## config.mk

```make
export PLATFORM = sky130hd
export DESIGN_NAME = vehicle_request_gen_flat
export DESIGN_NICKNAME = d
export VERILOG_FILES = /design/src/rtl/vehicle_request_gen_if.sv /design/src/rtl/vehicle_request_gen.sv /design/src/flat_wrapper.sv
export SDC_FILE = /design/constraint.sdc
export NUM_CORES = 1
export LEC_CHECK = 0
export CAP_MARGIN = 20
export CORE_MARGIN = 3
export CORE_UTILIZATION = 45
export CTS_CLUSTER_SIZE = 24
export DETAILED_ROUTE_END_ITERATION = 16
export GPL_TIMING_DRIVEN = 0
export PLACE_DENSITY = 0.69
export SLEW_MARGIN = 20
export SYNTH_ARGS = -nofsm -noshare
export SYNTH_HDL_FRONTEND = slang
export SYNTH_SLANG_ARGS = --single-unit
```

## constraint.sdc

```tcl
create_clock -name clk -period 2 [get_ports clk]
set_clock_uncertainty 0.1 [all_clocks]
set_input_delay 0.4 -clock clk [delete_from_list [all_inputs] [get_ports clk]]
set_output_delay 0.4 -clock clk [all_outputs]
set_load 0.005 [all_outputs]
```

## src/rtl/vehicle_request_gen_if.sv

```systemverilog
// Signal bundle between the country-road vehicle detector and its surroundings:
// the raw loop sensor and lamp state in, the request / queue / state observation out.
interface vehicle_request_gen_if #(
  parameter int CNT_W = 4
);
  logic             loop_raw;
  logic [1:0]       cntry_road_signal;
  logic             x;
  logic [CNT_W-1:0] pending;
  logic [1:0]       state_out;

  // Environment side: drives the sensor and lamp, observes the request.
  modport master (
    output loop_raw,
    output cntry_road_signal,
    input  x,
    input  pending,
    input  state_out
  );

  // Detector side.
  modport slave (
    input  loop_raw,
    input  cntry_road_signal,
    output x,
    output pending,
    output state_out
  );
endinterface

```

## src/rtl/vehicle_request_gen.sv

```systemverilog
// Country-road vehicle detector: synchronize and debounce the loop sensor, count waiting
// vehicles, and request service. Optional green force-out timer under `VREQ_MAXOUT_EN.
module vehicle_request_gen #(
  parameter int DEB_CYCLES   = 4,
  parameter int DRAIN_CYCLES = 8,
  parameter int MAX_GREEN    = 32,
  parameter int REARM_CYCLES = 16,
  parameter int CNT_W        = 4
) (
  input  logic                 clk,
  input  logic                 reset_n,
  vehicle_request_gen_if.slave bus
);

  typedef enum logic [1:0] {
    IDLE  = 2'd0,
    REQ   = 2'd1,
    SERVE = 2'd2,
    REARM = 2'd3
  } state_t;

  localparam logic [1:0] LAMP_GREEN = 2'b10;

  localparam int DBW = $clog2(DEB_CYCLES + 1);
  localparam int DRW = (DRAIN_CYCLES > 1) ? $clog2(DRAIN_CYCLES) : 1;
  localparam int RAW = (REARM_CYCLES > 1) ? $clog2(REARM_CYCLES) : 1;

  localparam logic [DBW-1:0] DEB_LAST   = DBW'(DEB_CYCLES);
  localparam logic [DRW-1:0] DRAIN_LAST = DRW'(DRAIN_CYCLES - 1);
  localparam logic [RAW-1:0] REARM_LAST = RAW'(REARM_CYCLES - 1);

  state_t           state_q,     state_d;
  logic             sync1_q,     sync1_d;
  logic             s2_q,        s2_d;
  logic             filt_q,      filt_d;
  logic [DBW-1:0]   deb_cnt_q,   deb_cnt_d;
  logic [CNT_W-1:0] pending_q,   pending_d;
  logic [DRW-1:0]   drain_cnt_q, drain_cnt_d;
  logic [RAW-1:0]   rearm_cnt_q, rearm_cnt_d;

`ifdef VREQ_MAXOUT_EN
  localparam int SVW = (MAX_GREEN > 1) ? $clog2(MAX_GREEN) : 1;
  localparam logic [SVW-1:0] SERVE_LAST = SVW'(MAX_GREEN - 1);
  logic [SVW-1:0] serve_cnt_q, serve_cnt_d;
`else
  localparam int unused_max_green = MAX_GREEN;
`endif

  logic           arrival;
  logic           drain_tick;
  logic           drain_dec;
  logic           green;
  logic           force_out;
  logic           rearm_done;
  logic [DBW-1:0] deb_inc;

  always_comb begin
    sync1_d     = bus.loop_raw;
    s2_d        = sync1_q;
    filt_d      = filt_q;
    deb_cnt_d   = '0;
    pending_d   = pending_q;
    drain_cnt_d = '0;
    rearm_cnt_d = '0;
    state_d     = state_q;
    force_out   = 1'b0;
    deb_inc     = deb_cnt_q + DBW'(1);

    // A level change must persist for DEB_CYCLES consecutive samples before filt follows it.
    if (s2_q != filt_q) begin
      if (deb_inc == DEB_LAST) begin
        filt_d = s2_q;
      end else begin
        deb_cnt_d = deb_inc;
      end
    end

    arrival    = filt_d & ~filt_q;
    green      = (bus.cntry_road_signal == LAMP_GREEN);
    drain_tick = (state_q == SERVE) && (drain_cnt_q == DRAIN_LAST);
    drain_dec  = drain_tick && (pending_q != '0);
    rearm_done = (state_q == REARM) && (rearm_cnt_q == REARM_LAST);

    // Simultaneous arrival and discharge cancel; a full queue drops further arrivals.
    if (arrival && drain_dec) begin
      pending_d = pending_q;
    end else if (arrival && (pending_q != '1)) begin
      pending_d = pending_q + CNT_W'(1);
    end else if (drain_dec) begin
      pending_d = pending_q - CNT_W'(1);
    end

`ifdef VREQ_MAXOUT_EN
    serve_cnt_d = '0;
    force_out   = (state_q == SERVE) && (serve_cnt_q == SERVE_LAST);
`endif

    unique case (state_q)
      IDLE:    if (pending_q != '0) state_d = REQ;
      REQ:     if (green) state_d = SERVE;
      SERVE:   if ((pending_q == '0) || !green || force_out) state_d = REARM;
      REARM:   if (rearm_done) state_d = IDLE;
      default: state_d = IDLE;
    endcase

    // Timers only run while their state persists, so they always start from zero on entry.
    if ((state_q == SERVE) && (state_d == SERVE)) begin
      drain_cnt_d = drain_tick ? '0 : drain_cnt_q + DRW'(1);
`ifdef VREQ_MAXOUT_EN
      serve_cnt_d = serve_cnt_q + SVW'(1);
`endif
    end

    if ((state_q == REARM) && (state_d == REARM)) begin
      rearm_cnt_d = rearm_cnt_q + RAW'(1);
    end
  end

  always_ff @(posedge clk or negedge reset_n) begin
    if (!reset_n) begin
      state_q     <= IDLE;
      sync1_q     <= 1'b0;
      s2_q        <= 1'b0;
      filt_q      <= 1'b0;
      deb_cnt_q   <= '0;
      pending_q   <= '0;
      drain_cnt_q <= '0;
      rearm_cnt_q <= '0;
    end else begin
      state_q     <= state_d;
      sync1_q     <= sync1_d;
      s2_q        <= s2_d;
      filt_q      <= filt_d;
      deb_cnt_q   <= deb_cnt_d;
      pending_q   <= pending_d;
      drain_cnt_q <= drain_cnt_d;
      rearm_cnt_q <= rearm_cnt_d;
    end
  end

`ifdef VREQ_MAXOUT_EN
  always_ff @(posedge clk or negedge reset_n) begin
    if (!reset_n) begin
      serve_cnt_q <= '0;
    end else begin
      serve_cnt_q <= serve_cnt_d;
    end
  end
`endif

  // Moore outputs straight from registers, so reset clears them without a clock edge.
  assign bus.x         = (state_q == REQ) || (state_q == SERVE);
  assign bus.pending   = pending_q;
  assign bus.state_out = state_q;

endmodule

```

## src/flat_wrapper.sv

```systemverilog
// flat-port wrapper written by rule: the top's interface ports become plain ports
module vehicle_request_gen_flat 
#(
  parameter int DEB_CYCLES   = 4,
  parameter int DRAIN_CYCLES = 8,
  parameter int MAX_GREEN    = 32,
  parameter int REARM_CYCLES = 16,
  parameter int CNT_W        = 4
)
  (clk, reset_n, bus_loop_raw, bus_cntry_road_signal, bus_x, bus_pending, bus_state_out);
  vehicle_request_gen_if #(.CNT_W(CNT_W)) bus_i ();
  input  logic clk;
  input  logic reset_n;
  input wire logic [$bits(bus_i.loop_raw)-1:0] bus_loop_raw;
  input wire logic [$bits(bus_i.cntry_road_signal)-1:0] bus_cntry_road_signal;
  output wire logic [$bits(bus_i.x)-1:0] bus_x;
  output wire logic [$bits(bus_i.pending)-1:0] bus_pending;
  output wire logic [$bits(bus_i.state_out)-1:0] bus_state_out;
  assign bus_i.loop_raw = bus_loop_raw;
  assign bus_i.cntry_road_signal = bus_cntry_road_signal;
  assign bus_x = bus_i.x;
  assign bus_pending = bus_i.pending;
  assign bus_state_out = bus_i.state_out;
  vehicle_request_gen #(.DEB_CYCLES(DEB_CYCLES), .DRAIN_CYCLES(DRAIN_CYCLES), .MAX_GREEN(MAX_GREEN), .REARM_CYCLES(REARM_CYCLES), .CNT_W(CNT_W)) u_core (.clk(clk), .reset_n(reset_n), .bus(bus_i));
endmodule
```

Word-level counts from Yosys, hierarchy flattened
Index checks and enable logic that the tools add are counted.
{ "word_totals": {"register_bits": 19, "input_bits": 5, "output_inout_bits": 7, "word_cells": 56} }
{ "classes": {"add_sub_neg": 5, "n_eq_ne": 11, "n_mux": 14, "bitwise_logic": 3, "reduce_logical": 15} }
{ "ops": {"columns": ["op", "n"], "rows": [
  ["$mux 3", 4],
  ["$mux 4", 3],
  ["$eq 2x2->1 const B", 5],
  ["$add 4x1->4 const B", 2],
  ["$mux 2", 4],
  ["$pmux 2 s4", 1],
  ["$logic_and 1x1->1", 7],
  ["$add 3x1->3 const B", 2],
  ["$eq 3x3->1 const B", 2],
  ["$eq 4x4->1 const B", 1],
  ["$logic_not 4->1", 1],
  ["$ne 4x4->1 const B", 1],
  ["$reduce_bool 4->1", 1],
  ["$sub 4x1->4 const B", 1],
  ["$eq 2x1->1 const B", 1],
  ["$logic_not 2->1", 1],
  ["$logic_or 1x1->1", 2],
  ["$mux 1", 2],
  ["$not 1->1", 2],
  ["$reduce_and 2->1", 1],
  ["$reduce_bool 2->1", 1],
  ["$and 1x1->1", 1],
  ["$logic_not 1->1", 1],
  ["$ne 1x1->1", 1]
]} }

Longest topological paths before layout
Gate-level depths: netlist of run 1.
{ "depth": {"word_depth": 8, "ltp_mapped": 8, "mapped_depth_nobuf": 8} }

Worst setup path before layout of run 1
Ideal clock, no wire load.
{ "synth_path": {"path_kind": "reg-to-reg", "start": "register u_core.pending_q[0], in the netlist u_core.bus.pending[0]", "end": "register u_core.pending_q[1], in the netlist u_core.bus.pending[1]", "setup_time_ps": 125, "arrival_ps": 1950, "t_required_ps": 1775, "setup_slack_ps": -174, "path_stages_with_launch": 6, "path_buffers": 1, "period_less_slack_ps": 2174, "path_cell_list": "dfrtp_1 -> or4_1 -> clkbuf_2 -> and3_1 -> o21ai_0 -> mux2_2"} }
{ "synth_between": {"elab_chain_cells": 5, "word_cells_on_any_way": 12, "classes_between": "add/sub (2); eq/ne (1); mux (2); bitwise (1); reduce/logical (6)"} }
{ "synth_lines": {"columns": ["item", "line", "text"], "rows": [
  ["from (decl)", "vehicle_request_gen.sv:37", "logic [CNT_W-1:0] pending_q, pending_d;"],
  ["from (signal assigned)", "vehicle_request_gen.sv:135", "pending_q <= pending_d;"],
  ["branches (longest 5 deep; another with $sub 4x1->4)", null, null]
]} }
Parallel ways; which one is timed is not known. The select of a mux whose other input is x is not followed.
A chain may end at the register's enable or synchronous reset.

Final worst setup path of run 1
{ "layout_path": {"start": "register u_core.deb_cnt_q[0]", "end": "register u_core.pending_q[3], in the netlist u_core.bus.pending[3]"} }
{ "layout_between": {"elab_chain_cells": 8, "word_cells_on_any_way": 11, "classes_between": "add/sub (1); eq/ne (1); mux (3); bitwise (2); reduce/logical (4)"} }
{ "layout_lines": {"columns": ["item", "line", "text"], "rows": [
  ["from (decl)", "vehicle_request_gen.sv:36", "logic [DBW-1:0] deb_cnt_q, deb_cnt_d;"],
  ["from (signal assigned)", "vehicle_request_gen.sv:134", "deb_cnt_q <= deb_cnt_d;"],
  ["$add 3x1->3 *", "vehicle_request_gen.sv:67", "deb_inc = deb_cnt_q + DBW'(1);"],
  ["$eq 3x3->1 *", "vehicle_request_gen.sv:71", "if (deb_inc == DEB_LAST) begin"],
  ["$mux 1 *", "vehicle_request_gen.sv:71", null],
  ["$mux 1 *", "vehicle_request_gen.sv:70", "if (s2_q != filt_q) begin"],
  ["$and 1x1->1 *", "vehicle_request_gen.sv:78", "arrival = filt_d & ~filt_q;"],
  ["$logic_and 1x1->1, on equally long branches", "vehicle_request_gen.sv:87, vehicle_request_gen.sv:85", null],
  ["$reduce_bool 2->1 (no line) / $not 1->1 (equally long branches)", null, null],
  ["$reduce_and 2->1 (no line)", null, null]
]} }
Every way passes the cells marked *; elsewhere a longest branch is shown, timed or not.

==> implementation parameters, run 1 <==
Parameter                              Value

Power
  Power density over cell area    1170 mW/mm2
  Maximum VDD drop    0.000747 V
  Leakage power    0.639 nW
  Overall power    1.64 mW

Timing
  Worst-margin pin slew    0.839 ns
  Crit path time final    2.15 ns
  Count of endpoints failing setup in the final report    9
  Achievable Freq    466 MHz
  RSZ-0062 raised after global routing    true
  Final Max Tran Viols    0
  Final critical-path share of the clock period    107%
  Headroom to the max-slew limit    43.9%
  Post-route setup slack    -0.146 ns
  Final hold violations    0
  Worst Hold Slack    0.266 ns

Worst setup path
  Critical Path Sink Type    register
  Critical path startpoint category    register
  Data arrival time of the worst path    2.26 ns
  Worst EP required    2.12 ns
  Crit Path Max Fanout    4
  Critical path start-end classification    reg -> reg

Clocking
  Maximum clock path buffer count    2
  Clock-pin slew of the registers on the worst-case setup and hold paths    0.10 ns
  Clock tree from TritonCTS    yes
  Clock net sink count    19
  Master cell of the clock root buffer    clkbuf_4
  H-tree level count    1
  TritonCTS buffer count    3
  Clock latency of the later-clocked register in the worst-skew pair    0.28 ns

Yosys
  Net Count, Synth    105
  Synth Cell Area    0.00101 mm2
  Post-Synthesis Cells    88
  Warning count from the yosys run    0
  Number of flip-flops and latches in the synthesized netlist    19
  Sequential share of the synthesized area    47.3%
  Post-synth cell types    30
  Mean instance size in the synthesized netlist    11.4 um2

Final layout
  Share of cells above drive strength 1    32.7%
  Ant diodes    0
  Most common library cell in the layout ignoring fill and taps    dfrtp_1
  Most frequent cells in the layout    dfrtp_1 (17), clkdlybuf4s50_1 (10), buf_4 (10), ha_1 (8), inv_1 (7)
  Count of fill cells added during filler insertion    151
  Area growth from synthesis to final layout    39.4%
  Final net count    131

Die
  Total I/O pin count    12
  Total core area    0.00204 mm2
  Initial Util    49.3%
  Full die area    0.00284 mm2
  Die extent in x    53.3 um
  Vertical die dimension    53.3 um
  Site Rows    16

Drt
  Antenna Violating Nets Remaining    0
  Total number of vias    746
  Number of detailed-route iterations in the first pass    4
  Routed length per instance    13.9 um
  Final routed DRC violation total    0
  Post-detailed-routing wire length    1950 um
  Average via count per standard cell    5.33
  DRC marker count from the first detailed-route iteration    14

Global route
  Overflow after GRT    0
  Met1 global-route usage    20.6%
  Largest net degree at the start of global routing    20
  Most crowded layer after global routing    met2
  Via count of the first global-routing pass    737
  Overall Global Routing Usage    15.4%
  Global-route wire length before repair    3190 um
  Met3 demand-to-capacity share in global routing    1.69%
  Met2 capacity usage during global routing    24.5%
  Initial antenna violation count    0

Placement
  Post-DP HPWL    1270 um
  Count of port buffers added during placement    11
  RD Place Congestion    0.743

Min path
  HP Class    reg -> reg

Run
  Maxcap violations    0

Run status
  Failing checks    negative setup slack
  Outcome    finished with violations
report_power, final:
group	internal (mW)	switching [mW]
Clock	0.0774	0.108
Combinational	0.475	0.460
Sequential	0.460	0.0640
kinds of logic (layout without fill, tap and decap cells):
family | count (synthesis) | in the layout | share of synthesized area, %
muxes | 3 | 3 | 3.36
buffers and inverters | 9 | 34 | 3.48
AOI/OAI and AO/OA | 14 | 14 | 9.70
xor gates and xnor gates | 8 | 8 | 6.97
DFF | 19 | 19 | 47.3
adders and majority gates | 12 | 12 | 15.7
and+or+nand+nor | 23 | 23 | 13.6
final cells by class:
| class | count | area [um2] | share of cell area [%] |
|---|---|---|---|
| multi-input combinational | 60 | 634 | 45.2 |
| sequential | 19 | 478 | 34.1 |
| timing repair buffer | 21 | 184 | 13.1 |
| tap | 27 | 33.8 | 2.41 |
| inverter | 8 | 32.5 | 2.32 |
| clock buffer | 4 | 26.3 | 1.87 |
| buffer | 1 | 13.8 | 0.981 |
flip-flops by register name (all words and copies together), names as in the netlist:
register / flops
u_core.rearm_cnt_q: 4
u_core.bus.state_out: 2
u_core.drain_cnt_q: 3
u_core.filt_q: 1
u_core.bus.pending: 4
u_core.s2_d: 1
u_core.deb_cnt_q: 3
u_core.s2_q: 1
per-stage QoR:
step	instances	area (um2)	setup WS (ns)	util [%]	TNS, ns
CTS	137	1330	-0.100	65.0	-0.376
detailed placement	126	1180	-0.238	57.7	-1.71
floorplan	88	1030	-0.0567	-	-0.191
global route	140	1400	-0.237	68.7	-1.36
finish	140	1400	-0.146	68.7	-0.647
global placement	126	1180	-0.213	57.7	-1.36
Yosys cell counts:
cell        n  area share (%)
o2bb2ai_1   1            0.87
nand3_1     3             1.5
nand2_1     4             1.5
a21o_1      1            0.75
mux2_2      3             3.4
nor3b_1     1            0.75
or4_1       1            0.75
nand4_1     1            0.62
ha_1       11              14
a22o_1      1            0.87
a211oi_1    1            0.75
and3_1      1            0.62
nor4_1      4             2.5
o22ai_1     1            0.62
fa_1        1             2.0
dfrtp_1    19              47
o2111ai_1   1            0.87
xor2_1      5             4.4
a32o_1      1             1.0
nor3_1      2             1.0
nor2_1      1            0.37
xnor2_1     3             2.6
o21ai_0     2             1.0
a21oi_1     4             2.0
nand3b_1    3             2.2
nor4b_1     1            0.87
a311o_1     1             1.0
and3b_1     1            0.87
clkbuf_2    1            0.50
inv_1       8             3.0
layer usage:
| metal | up-vias | share of wire, % |
|---|---|---|
| met3 | 2 | 2.4 |
| met4 | 0 | 0.92 |
| met2 | 9 | 50 |
| li1 | 366 | - |
| met1 | 369 | 46 |
| met5 | - | 0 |
critical path, stage by stage (launching register included):
cell and delay (ns):
dfrtp_1 0.43, ha_2 0.21, nand3b_1 0.09, nand3b_1 0.31
ha_1 0.38, nand3_2 0.08, a32o_1 0.22, o22ai_2 0.10
xor2_1 0.15
worst paths after layout:
kind,start,end,slack [ns],cells past startpoint
setup / recovery,u_core.deb_cnt_q[0]$_DFF_PN0_,u_core.bus.pending[3]$_DFFE_PN0P_,-0.15,8
min in group asynchronous,reset_n,u_core.bus.pending[1]$_DFFE_PN0P_,0.48,1
setup reg to reg,u_core.deb_cnt_q[0]$_DFF_PN0_,u_core.bus.pending[3]$_DFFE_PN0P_,-0.15,8
hold / removal,u_core.s2_d$_DFF_PN0_,u_core.s2_q$_DFF_PN0_,0.27,0
max in group asynchronous,reset_n,u_core.bus.pending[0]$_DFFE_PN0P_,0.75,1
hold reg to reg,u_core.s2_d$_DFF_PN0_,u_core.s2_q$_DFF_PN0_,0.27,0
what timing repair did:
action                                  in CTS  in global routing
resized for setup                           15                  9
buffers inserted                             7                  3
endpoints found under the setup margin      12                 10
pin swaps                                    7                  4
hold buffers                                 0                  0
No activity file was read; power rests on OpenSTA's default activity.
==> inputs of run 2 (changes only) <==
PLACE_DENSITY = 0.72   (was 0.69)
==> implementation parameters, run 2 (synthesized netlist as in run 1, its figures left out) <==
Parameter                              Value

Timing
  Achievable Freq    467 MHz (was 466 MHz)
  RSZ-0062 raised after global routing    true (unchanged)
  Final critical-path share of the clock period    107% (about the same)
  Final Max Tran Viols    0 (unchanged)
  Worst-margin pin slew    0.853 ns (was 0.839 ns)
  Crit path time final    2.14 ns (was 2.15 ns)
  Post-route setup slack    -0.140 ns (was -0.146 ns)
  Headroom to the max-slew limit    43.0% (was 43.9%)
  Count of endpoints failing setup in the final report    8 (was 9)
  Final hold violations    0 (unchanged)

Drt
  Sum of met2 wire segment lengths after detailed routing    1230 um (was 980 um)
  Met3 wire len    66 um (was 46 um)
  Post-detailed-routing wire length    2440 um (was 1950 um)
  Total number of vias    799 (was 746)
  Antenna Violating Nets Remaining    0 (unchanged)
  Average via count per standard cell    5.36 (was 5.33)
  Met1 wire length    1110 um (was 904 um)
  Routed length per instance    16.4 um (was 13.9 um)
  Top routing layer used    met4 (unchanged)
  DRC marker count from the first detailed-route iteration    12 (was 14)
  Final routed DRC violation total    0 (unchanged)
  Number of detailed-route iterations in the first pass    4 (unchanged)

Die
  Total I/O pin count    12 (unchanged)
  Die extent in x    53.3 um (unchanged)
  Site Rows    16 (unchanged)
  Total core area    0.00204 mm2 (unchanged)
  Initial Util    49.3% (unchanged)
  Full die area    0.00284 mm2 (unchanged)
  Vertical die dimension    53.3 um (unchanged)

Final layout
  Sequential standard cell area    478 um2 (unchanged)
  Area of combinational cells with multiple inputs    644 um2 (was 634 um2)
  Most common library cell in the layout ignoring fill and taps    buf_4 (was dfrtp_1)
  Post-route cell area    0.00148 mm2 (was 0.00140 mm2)
  Final net count    140 (was 131)
  Area growth from synthesis to final layout    47.3% (was 39.4%)
  Ant diodes    0 (unchanged)
  Most frequent cells in the layout    buf_4 (18), dfrtp_1 (17), clkdlybuf4s50_1 (10), inv_1 (7), ha_1 (7) (was dfrtp_1 (17), clkdlybuf4s50_1 (10), buf_4 (10), ha_1 (8), inv_1 (7))
  Count of fill cells added during filler insertion    143 (was 151)
  Share of cells above drive strength 1    40.2% (was 32.7%)

Worst setup path
  Slowest CP cell    dfrtp_1 (unchanged)
  Critical path startpoint category    register (unchanged)
  Crit Path Max Fanout    4 (unchanged)
  Minimum setup slack among reg-to-reg paths    -0.14 ns (was -0.15 ns)
  Data arrival time of the worst path    2.27 ns (was 2.26 ns)
  Worst EP required    2.13 ns (was 2.12 ns)
  Peak per-stage delay on the critical path    0.42 ns (was 0.43 ns)
  Ordered cell list for the critical path    ha_2 -> xor2_2 -> nand3b_1 -> buf_6 -> ha_4 -> nand3_2 -> a32o_1 -> o22ai_2 -> xor2_1 (was ha_2 -> nand3b_1 -> nand3b_1 -> ha_1 -> nand3_2 -> a32o_1 -> o22ai_2 -> xor2_1)
  Critical Path Sink Type    register (unchanged)
  Critical path start-end classification    reg -> reg (unchanged)

Global route
  Largest net degree at the start of global routing    20 (unchanged)
  Overall Global Routing Usage    17.9% (was 15.4%)
  Initial antenna violation count    0 (unchanged)
  Via count of the first global-routing pass    758 (was 737)
  Overflow after GRT    0 (unchanged)
  Global-route wire length before repair    3580 um (was 3190 um)

Clocking
  Number of buffers inserted by hold repair at cts    0 (unchanged)
  Clock-pin slew of the registers on the worst-case setup and hold paths    0.10 ns (about the same)
  TritonCTS buffer count    3 (unchanged)
  H-tree level count    1 (unchanged)
  Clock net sink count    19 (unchanged)
  Maximum clock path buffer count    2 (unchanged)
  Clock tree from TritonCTS    yes (unchanged)
  Clock latency of the later-clocked register in the worst-skew pair    0.30 ns (was 0.28 ns)
  Master cell of the clock root buffer    clkbuf_4 (unchanged)

Run status
  Failing checks    negative setup slack (unchanged)
  Outcome    finished with violations (unchanged)

Power
  Power density over cell area    1270 mW/mm2 (was 1170 mW/mm2)
  Overall power    1.87 mW (was 1.64 mW)
  Leakage power    0.685 nW (was 0.639 nW)
  Maximum VDD drop    0.000711 V (was 0.000747 V)

Placement
  Instance area at placement    0.00118 mm2 (unchanged)
  Post-DP HPWL    1310 um (was 1270 um)
  Count of port buffers added during placement    11 (unchanged)
  RD Place Congestion    0.760 (was 0.743)
  Worst setup slack before clock tree synthesis    -0.231 ns (was -0.238 ns)

Min path
  HP Class    reg -> reg (unchanged)

Run
  Maxcap violations    0 (unchanged)
-- run 2: layer usage --
metal | track usage, % | vias up
li1 | - | 384
met1 | 21.5 | 398
met2 | 31.8 | 12
met3 | 3.66 | 5
met4 | 5.11 | 0
met5 | 0 | -
-- run 2: stage by stage --
stage | util [%] | cells | hold slack (ns) | setup TNS [ns]
2_1_floorplan | - | 88 | 0.00441 | -0.191
3_3_place_gp | 57.7 | 126 | 0.233 | -1.21
3_5_place_dp | 57.7 | 126 | 0.239 | -1.48
4_1_cts | 67.3 | 143 | 0.264 | -0.264
5_1_grt | 72.5 | 149 | 0.282 | -1.27
6_report | 72.5 | 149 | 0.261 | -0.704
-- run 2: worst paths after layout --
| kind | startpoint | to | cells after the start |
|---|---|---|---|
| setup / recovery | u_core.deb_cnt_q[0]$_DFF_PN0_ | u_core.bus.pending[3]$_DFFE_PN0P_ | 9 |
| hold / removal | u_core.s2_d$_DFF_PN0_ | u_core.s2_q$_DFF_PN0_ | 0 |
| setup reg to reg | u_core.deb_cnt_q[0]$_DFF_PN0_ | u_core.bus.pending[3]$_DFFE_PN0P_ | 9 |
| hold reg to reg | u_core.s2_d$_DFF_PN0_ | u_core.s2_q$_DFF_PN0_ | 0 |
| max in group asynchronous | reset_n | u_core.bus.pending[1]$_DFFE_PN0P_ | 1 |
| min in group asynchronous | reset_n | u_core.deb_cnt_q[2]$_DFF_PN0_ | 1 |
-- run 2: cell type report --
cell class              instances  area share, %
multi-input cells              60           43.5
flip-flops and latches         19           32.3
repair buffers                 31           18.0
well taps                      27           2.28
inverters                       8           2.20
clock buffers                   4           1.77
-- run 2: critical path: cells and delay by family, from the launching register on --
kind                     cells  cell delay [ns]
buffers and inverters        1             0.16
AND/OR/NAND/NOR              2             0.21
XOR/XNOR                     2             0.34
flip-flops                   1             0.42
AO/OA/AOI/OAI                2             0.34
adder cells (fa/ha/maj)      2             0.50
-- run 2: what timing repair did --
item,in CTS,in global routing
resized for setup,17,12
setup buffers,13,7
endpoints found under the setup margin,12,11
pin swaps,6,8
gates cloned,0,0
-- run 2: report_power, final --
part / internal (mW) / switching, mW / total, mW
Sequential: 0.460 / 0.0677 / 0.528
Clock: 0.0777 / 0.117 / 0.195
Combinational: 0.619 / 0.533 / 1.15
